**config.mk**
```make
export PLATFORM = sky130hd
export DESIGN_NAME = alu_sched
export DESIGN_NICKNAME = d
export VERILOG_FILES = /design/src/rtl/alu_pkg.sv /design/src/rtl/alu_core.sv /design/src/rtl/alu_sched.sv
export SDC_FILE = /design/constraint.sdc
export NUM_CORES = 1
export LEC_CHECK = 0
export ABC_AREA = 1
export CAP_MARGIN = 20
export CORE_UTILIZATION = 55
export CTS_CLUSTER_SIZE = 14
export DETAILED_ROUTE_END_ITERATION = 16
export DONT_BUFFER_PORTS = 1
export PLACE_DENSITY = 0.7
export SLEW_MARGIN = 10
export SYNTH_ARGS = -nofsm -noshare
export SYNTH_HDL_FRONTEND = slang
export SYNTH_HIERARCHICAL = 1
export SYNTH_SLANG_ARGS = --single-unit
```
**constraint.sdc**
```tcl
create_clock -name clk -period 3 [get_ports clk]
set_clock_uncertainty 0.15 [all_clocks]
set_input_delay 0.3 -clock clk [delete_from_list [all_inputs] [get_ports clk]]
set_output_delay 0.3 -clock clk [all_outputs]
set_load 0.02 [all_outputs]
```
**src/rtl/alu_pkg.sv**
```systemverilog
// alu_pkg -- shared definitions for the ALU scheduler slice.
//   * operand / result widths
//   * ALU opcode encodings (op_t)
//   * scheduler FSM state encodings (state_t)
//   * bit positions of the {OF,ZF,CF,SF} flag vector and a packing helper
package alu_pkg;

  localparam int DATA_W = 4;           // operand width
  localparam int RES_W  = DATA_W + 1;  // result width (carry out included)
  localparam int FLAG_W = 4;

  typedef enum logic [2:0] {
    OP_ADD = 3'b000,
    OP_SUB = 3'b001,
    OP_NOT = 3'b010,
    OP_AND = 3'b011,
    OP_OR  = 3'b100,
    OP_XOR = 3'b101,
    OP_SLT = 3'b110,
    OP_EQ  = 3'b111
  } op_t;

  typedef enum logic [1:0] {
    S_IDLE = 2'd0,
    S_EXEC = 2'd1,
    S_RESP = 2'd2
  } state_t;

  // Flag vector layout: {OF,ZF,CF,SF}
  localparam int FLAG_OF = 3;
  localparam int FLAG_ZF = 2;
  localparam int FLAG_CF = 1;
  localparam int FLAG_SF = 0;

  function automatic logic [FLAG_W-1:0] pack_flags(input logic of, input logic zf,
                                                   input logic cf, input logic sf);
    logic [FLAG_W-1:0] f;
    f          = '0;
    f[FLAG_OF] = of;
    f[FLAG_ZF] = zf;
    f[FLAG_CF] = cf;
    f[FLAG_SF] = sf;
    return f;
  endfunction

endpackage

```
**src/rtl/alu_core.sv**
```systemverilog
// alu_core -- purely combinational 4-bit ALU.
// Ports:
//   sel  [2:0]  opcode (op_t encoding from alu_pkg)
//   a, b [3:0]  operands
//   out  [4:0]  result (logic ops zero-extended, compares give 0/1)
//   of, zf, cf, sf  flags; cf/sf come from the adder sum, of = cf ^ sf,
//                   zf = (a == b), produced for every opcode
module alu_core
  import alu_pkg::*;
(
  input  logic [2:0]        sel,
  input  logic [DATA_W-1:0] a,
  input  logic [DATA_W-1:0] b,
  output logic [RES_W-1:0]  out,
  output logic              of,
  output logic              zf,
  output logic              cf,
  output logic              sf
);

  op_t              op;
  logic [RES_W-1:0] add_sum;
  logic [RES_W-1:0] sub_sum;
  logic [RES_W-1:0] sum;
  logic             sub_ovf;
  logic             lt;

  assign op = op_t'(sel);

  // Subtraction is a + (~b + 1) carried out to 5 bits, so CF here is the
  // "no borrow" carry of the two's-complement add.
  assign add_sum = {1'b0, a} + {1'b0, b};
  assign sub_sum = {1'b0, a} + {1'b0, ~b} + RES_W'(1);

  // Only ADD uses the plain sum; every other opcode reports flags from
  // the subtraction adder.
  assign sum = (op == OP_ADD) ? add_sum : sub_sum;

  // Signed less-than from the 4-bit difference: N xor V.
  assign sub_ovf = (a[DATA_W-1] ^ b[DATA_W-1]) & (sub_sum[DATA_W-1] ^ a[DATA_W-1]);
  assign lt      = sub_sum[DATA_W-1] ^ sub_ovf;

  always_comb begin
    out = '0;
    case (op)
      OP_ADD:  out = add_sum;
      OP_SUB:  out = sub_sum;
      OP_NOT:  out = {1'b0, ~a};
      OP_AND:  out = {1'b0, a & b};
      OP_OR:   out = {1'b0, a | b};
      OP_XOR:  out = {1'b0, a ^ b};
      OP_SLT:  out = {{(RES_W-1){1'b0}}, lt};
      OP_EQ:   out = {{(RES_W-1){1'b0}}, (a == b)};
      default: out = '0;
    endcase
  end

  assign cf = sum[RES_W-1];
  assign sf = sum[DATA_W-1];
  assign of = cf ^ sf;
  assign zf = (a == b);

endmodule

```
**src/rtl/alu_sched.sv**
```systemverilog
// alu_sched -- two-requester front end that arbitrates access to one ALU.
// A request is granted in IDLE (ready is combinational), its operands are
// latched, the result is registered in EXEC, and presented in RESP until
// the consumer takes it. Accept in cycle N gives resp_valid in cycle N+2.
// Ports:
//   clk, rst                    clock, asynchronous active-high reset
//   req{0,1}_valid/_ready       request handshake per requester
//   req{0,1}_sel/_a/_b          opcode and operands per requester
//   resp_valid/resp_ready       response handshake
//   resp_id, resp_out,          owner, result and {OF,ZF,CF,SF}; all zero
//   resp_flags                  while resp_valid is low
//   busy                        FSM is not in IDLE
// Parameter FIXED_PRIO: 0 = round-robin, 1 = requester 0 always wins.
module alu_sched
  import alu_pkg::*;
#(
  parameter int FIXED_PRIO = 0
) (
  input  logic              clk,
  input  logic              rst,
  input  logic              req0_valid,
  output logic              req0_ready,
  input  logic [2:0]        req0_sel,
  input  logic [DATA_W-1:0] req0_a,
  input  logic [DATA_W-1:0] req0_b,
  input  logic              req1_valid,
  output logic              req1_ready,
  input  logic [2:0]        req1_sel,
  input  logic [DATA_W-1:0] req1_a,
  input  logic [DATA_W-1:0] req1_b,
  output logic              resp_valid,
  input  logic              resp_ready,
  output logic              resp_id,
  output logic [RES_W-1:0]  resp_out,
  output logic [FLAG_W-1:0] resp_flags,
  output logic              busy
);

  state_t              state;
  logic                rr_ptr;     // requester preferred on the next tie
  logic                any_req;
  logic                grant_id;
  logic                accept;

  logic [2:0]          sel_p0;
  logic [DATA_W-1:0]   a_p0;
  logic [DATA_W-1:0]   b_p0;
  logic                id_p0;

  logic [RES_W-1:0]    out_p1;
  logic [FLAG_W-1:0]   flags_p1;
  logic                id_p1;
  logic                vld_p1;

  logic [RES_W-1:0]    core_out;
  logic                core_of;
  logic                core_zf;
  logic                core_cf;
  logic                core_sf;

  // Arbitration: a lone requester always wins; on a tie the round-robin
  // pointer decides unless fixed priority is selected.
  always_comb begin
    any_req  = req0_valid | req1_valid;
    grant_id = ~req0_valid;
    if (FIXED_PRIO == 0) begin
      if (req0_valid && req1_valid) grant_id = rr_ptr;
    end
  end

  assign accept = (state == S_IDLE) & any_req;

  // Readys are gated by rst so every output reads 0 while reset is held.
  assign req0_ready = ~rst & accept & ~grant_id;
  assign req1_ready = ~rst & accept &  grant_id;

  alu_core u_core (
    .sel (sel_p0),
    .a   (a_p0),
    .b   (b_p0),
    .out (core_out),
    .of  (core_of),
    .zf  (core_zf),
    .cf  (core_cf),
    .sf  (core_sf)
  );

  always_ff @(posedge clk or posedge rst) begin
    if (rst) begin
      state    <= S_IDLE;
      rr_ptr   <= 1'b0;
      sel_p0   <= '0;
      a_p0     <= '0;
      b_p0     <= '0;
      id_p0    <= 1'b0;
      out_p1   <= '0;
      flags_p1 <= '0;
      id_p1    <= 1'b0;
      vld_p1   <= 1'b0;
    end else begin
      case (state)
        // ---- p0: capture the granted request's operands ----
        S_IDLE: begin
          if (accept) begin
            sel_p0 <= grant_id ? req1_sel : req0_sel;
            a_p0   <= grant_id ? req1_a   : req0_a;
            b_p0   <= grant_id ? req1_b   : req0_b;
            id_p0  <= grant_id;
            rr_ptr <= ~grant_id;
            state  <= S_EXEC;
          end
        end
        // ---- p1: register the ALU result from the latched operands ----
        S_EXEC: begin
          out_p1   <= core_out;
          flags_p1 <= pack_flags(core_of, core_zf, core_cf, core_sf);
          id_p1    <= id_p0;
          vld_p1   <= 1'b1;
          state    <= S_RESP;
        end
        // ---- hold the response until the consumer takes it ----
        S_RESP: begin
          if (resp_ready) begin
            out_p1   <= '0;
            flags_p1 <= '0;
            id_p1    <= 1'b0;
            vld_p1   <= 1'b0;
            state    <= S_IDLE;
          end
        end
        default: begin
          vld_p1 <= 1'b0;
          state  <= S_IDLE;
        end
      endcase
    end
  end

  assign resp_valid = vld_p1;
  assign resp_id    = id_p1;
  assign resp_out   = out_p1;
  assign resp_flags = flags_p1;
  assign busy       = (state != S_IDLE);

endmodule

```
[Yosys cells after proc, flatten, opt, wreduce, memory -nomap -nowiden]
Index checks and enable logic that the tools add are counted.
Widths: inputs -> output; s select.
Storage, ports and cells
  bits in registers: 26
  bits in latches: 0
  bits in writable memories: 0
  ROM bits: 0
  input port bits: 27
  output and inout bits: 14
  memories kept: 0
Cells by class
  $add $sub $neg: 3
  multipliers: 0
  div/mod/pow operators: 0
  magnitude comparators: 0
  equality and inequality tests: 12
  shift operators: 0
  muxes and demuxes: 16
  bitwise gates (word level): 19
  reduce and logical (&&, ||, !) cells: 9
Operators with widths (number)
  $pmux 5 s8: 1
  $eq 3x3->1 const B: 4
  $mux 4: 3
  $add 4x4->5: 2
  $mux 5: 2
  $pmux 5 s2: 1
  $not 4->4: 2
  $pmux 4 s2: 1
  $reduce_and 2->1: 4
  $eq 3x2->1 const B: 2
  $pmux 2 s3: 1
  $add 5x1->5 const B: 1
  $and 1x1->1: 5
  $and 4x4->4: 1
  $eq 4x4->1: 1
  $mux 2: 2
  $ne 2x2->1 const B: 2
  $not 1->1: 4
  $or 4x4->4: 1
  $reduce_bool 2->1: 2
  $xor 1x1->1: 4
  $xor 4x4->4: 1
  $eq 3x1->1 const B: 1
  $logic_not 3->1: 1
  other kinds (9): 10

[Longest topological paths before layout]
  depth in word-level cells: 8
  depth in mapped cells: 12
  depth with buffers taken out: 12

[Cells and area by module]
Netlist, hierarchy kept.
Modules (own cells, without submodules)
  alu_sched: instances 1, cells each 152, area an instance 1182.4 µm², sequential area each 650.6 µm²
  alu_core: instances 1, cells each 117, area an instance 718.2 µm², sequential area each 0.0 µm²

[Worst setup path after synthesis]
No wires, ideal clock.
  path type: flip-flop to flip-flop
  from: register a_p0[1]
  to: register out_p1[3] (netlist: resp_out[3])
  library setup time: 118 ps
  arrival: 1883 ps
  required time: 2732 ps
  setup slack: 849 ps
  stages on the path, launching flop included: 11
  buffers on the path: 0
  period minus slack after synthesis: 2151 ps
  cell sequence: dfrtp_1 > inv_1 > ha_1 > o21bai_1 > a21oi_1 > fa_1 > o211ai_1 > nor2_1 > nand2_1 > nand2_1 > nand2_1
On the way
  cells in the longest elaborated chain, start to end: 4
RTL lines
  start, declared: RTL line alu_sched.sv:46  | logic [DATA_W-1:0] a_p0;
  start signal, assigned: RTL line alu_sched.sv:106  | a_p0 <= grant_id ? req1_a : req0_a;
  $add 4x4->5: RTL line alu_core.sv:33  | assign sub_sum = {1'b0, a} + {1'b0, ~b} + RES_W'(1);
  $add 5x1->5: RTL line alu_core.sv:33
  $pmux 5 s8 (*): RTL line alu_core.sv:45  | case (op)
  via core_out[3]: RTL line alu_sched.sv:55  | logic [RES_W-1:0] core_out;
  $pmux 5 s2 (*): RTL line alu_sched.sv:101  | case (state)
  end signal, assigned: RTL line alu_sched.sv:115  | out_p1 <= core_out;
  end, declared: RTL line alu_sched.sv:50  | logic [RES_W-1:0] out_p1;
Mark *: on every way through the listed nets, which the timed path passes. The rest lies on a longest branch.
A chain may end at the register's enable or synchronous reset.

[Worst setup path in the final report]
Ends and elaborated chain as after synthesis.

==> impl_metrics.json <==
{
  "outcome": "complete, no violations",
  "totalWireLength_mm": 3.804,
  "n_antenna_cell": 0,
  "end_kind": "register",
  "die_y_um": 60.79,
  "synth_area_sq_mm": 0.001901,
  "required_ns": 3.08,
  "cts_tree": "yes",
  "critPathMaxFanout": 6,
  "r2r_end": "resp_out[3]$_DFFE_PP0P_",
  "clock_path_buffers": 2,
  "gp_congestion": 0.9098,
  "yosysTopAreaCell": "dfrtp_1",
  "path_common_cell": "nand2_1",
  "start_kind": "register",
  "hold_path_class": "input port to register",
  "final_common_cell": "nand2_1",
  "critical_path.startpoint": "a_p0[1]$_DFFE_PP0P_",
  "avgSynthCellArea_sq_um": 7.065,
  "root_buffer": "clkbuf_4",
  "antenna_found_initial": 0,
  "viasPerCell": 5.165,
  "grt_first_pass_wirelength_mm": 6.527,
  "cp.arrival_ns": 2.44,
  "postRouteAntennaNets": 0,
  "ys_types": 33,
  "r2r_cells": 10,
  "rows": 20,
  "ys_warn_count": 6,
  "finalCritPeriodShare": 0.7881,
  "post-route-util": 0.6381,
  "seq_area_frac_synth": 0.3423,
  "grt_overflow": 0,
  "synth_edf_count": 0,
  "wl_per_cell_um": 12.08,
  "slowest_delay_ns": 0.51,
  "drt_iter0_drc": 98,
  "dr.pass1.iters": 4,
  "crit_family": "adder cells",
  "synth-async-reset-ratio": 1.000,
  "grt_pass1_vias": 1426,
  "clock_sinks": 26,
  "dieArea_sq_mm": 0.003695,
  "maxSlewHeadroom": 0.5896,
  "cp_num_buf_inv": 1,
  "clkLatencyLatePin_ns": 0.32,
  "cp_slowest_cell": "fa_1",
  "fp.dieW_um": 60.79,
  "max-vdd-ir-drop_mv": 0.5506,
  "hold_viol": 0,
  "crit-reg2reg-launch": "a_p0[1]$_DFFE_PP0P_",
  "core_region_area_sq_mm": 0.003153,
  "vias": 1627,
  "min_from": "req1_b[1]",
  "rsz0062_at_grt": "false",
  "fin_setup_tns_ns": 0,
  "ys.flop_type": "dfrtp_1",
  "post_cts_resized": 0,
  "synth.top_cells.by_area": "dfrtp_1, nand2_1, nand3_1",
  "dp_hpwl_mm": 3.007,
  "cap_violations": 0,
  "netlist.area_leader.share": 0.3423,
  "numPlacedInstances": 307,
  "drive_above_1_share": 0.09594,
  "worst_hold_path.endpoint": "b_p0[1]$_DFFE_PP0P_",
  "cp_cell_sequence": "inv_1, ha_1, o21bai_1, a21oi_1, fa_1, o211ai_1, nor2_1, nand2_1, nand2_1, nand2_1",
  "final_cell_mix": "nand2_1, nand3_1, dfrtp_1, inv_1, nor2_1",
  "num_io_pins": 41,
  "fmax_ghz": 0.4230,
  "initial_utilization": 0.6028,
  "grt_max_degree": 27,
  "path_clk_slew_ns": 0.14,
  "synth_fp_nets": 311,
  "finalNonFillerCells": 315,
  "r2r_slack_ns": 0.64,
  "areaGrowthSynthToFinish_pct": 5.859,
  "holdPathStages": 4,
  "p_leak_nw": 1.083,
  "cts_buffers": 3,
  "worstMarginPinSlew_ns": 0.6155,
  "syn_inst": 269,
  "drc": 0,
  "crit_type": "register to register",
  "cts_max_level": 1,
  "n_fill_cell": 281,
  "power_density_mw_per_mm2": 1182,
  "nNetsFinal": 314,
  "synth-seq-cells": 26,
  "track_usage": 0.2364,
  "finalMaxSlewViolations": 0,
  "setup_viol": 0,
  "portBuffers": 0,
  "finalCriticalPeriod_ns": 2.364
}
## cell families after synthesis
logic type      share of synthesized area
fa+ha+maj                          0.1106
flops                              0.3423
compound gates                    0.05464
buf+inv                           0.08229
simple gates                       0.4101
## what timing repair did
action	CTS	global route
hold buffers	3	0
setup endpoints to repair	0	0
endpoints found under the hold margin	28	0
setup buffers	0	0
## state kept, by name (all words and copies together), names as in the netlist, 2 cells and up
| signal | flops |
|---|---|
| resp_out | 5 |
| state | 2 |
| a_p0 | 4 |
| b_p0 | 4 |
| resp_flags | 4 |
| sel_p0 | 3 |
## Yosys cell counts (all sizes together) (2+ instances only)
| library cell | number |
|---|---|
| nand4 | 2 |
| or2 | 3 |
| o21ai | 6 |
| a21oi | 4 |
| ha | 12 |
| buf | 7 |
| inv | 27 |
| o22ai | 2 |
| nor2 | 19 |
| dfrtp | 26 |
| fa | 3 |
| nand2 | 113 |
| nand3 | 38 |
## worst max-delay path by stage
stage	endpoint	slack [ns]	cells past startpoint
global route	resp_flags[3]$_DFFE_PP0P_	0.43	11
floorplan	resp_out[3]$_DFFE_PP0P_	0.85	10
detailed placement	resp_out[3]$_DFFE_PP0P_	0.64	10
finish	resp_out[3]$_DFFE_PP0P_	0.64	10
global placement	resp_flags[3]$_DFFE_PP0P_	0.74	11
CTS	resp_out[3]$_DFFE_PP0P_	0.63	10
## cell type report
| type | instances | area [sq um] | share of cell area |
|---|---|---|---|
| multi-input cells | 208 | 1094 | 0.5435 |
| flip-flops and latches | 26 | 650.6 | 0.3234 |
| inverters | 28 | 107.6 | 0.05348 |
| well taps | 44 | 55.05 | 0.02736 |
| repair buffers | 5 | 52.55 | 0.02612 |
| clock inverters | 1 | 30.03 | 0.01493 |
| clock buffers | 3 | 22.52 | 0.01119 |
## routing by layer
| metal | track usage | vias up | wire [um] |
|---|---|---|---|
| met1 | 0.3383 | 718 | 1895 |
| li1 | - | 853 | - |
| met3 | 0.03198 | 6 | 143 |
| met2 | 0.3736 | 50 | 1708 |
| met4 | 0.07143 | 0 | 57 |
| met5 | 0 | - | 0 |
## worst reg2reg max path: cells and delay by family (launching register included)
family          cells  cell delay [ns]
compound gates      3             0.37
fa+ha+maj           2             0.88
flops               1             0.49
simple gates        4             0.28
buf+inv             1             0.12
## per-stage QoR
stage	setup slack, ns	hold WS, ns	instance area, sq um	total power, mW
floorplan	0.8491	0.1900	1901	1.895
global placement	0.7409	0.3136	1914	2.124
detailed placement	0.6390	0.3135	1914	2.142
CTS	0.6257	0.01256	1997	2.390
global route	0.4329	0.004098	2012	2.643
finish	0.6358	0.02473	2012	2.379
## report_power, final
group | total [mW] | leakage [nW] | internal (mW) | switching [mW]
clock network | 0.239 | 0.0279 | 0.135 | 0.103
logic | 1.37 | 0.727 | 0.492 | 0.876
registers | 0.772 | 0.328 | 0.514 | 0.258
Power figures use the tool's default switching activity.
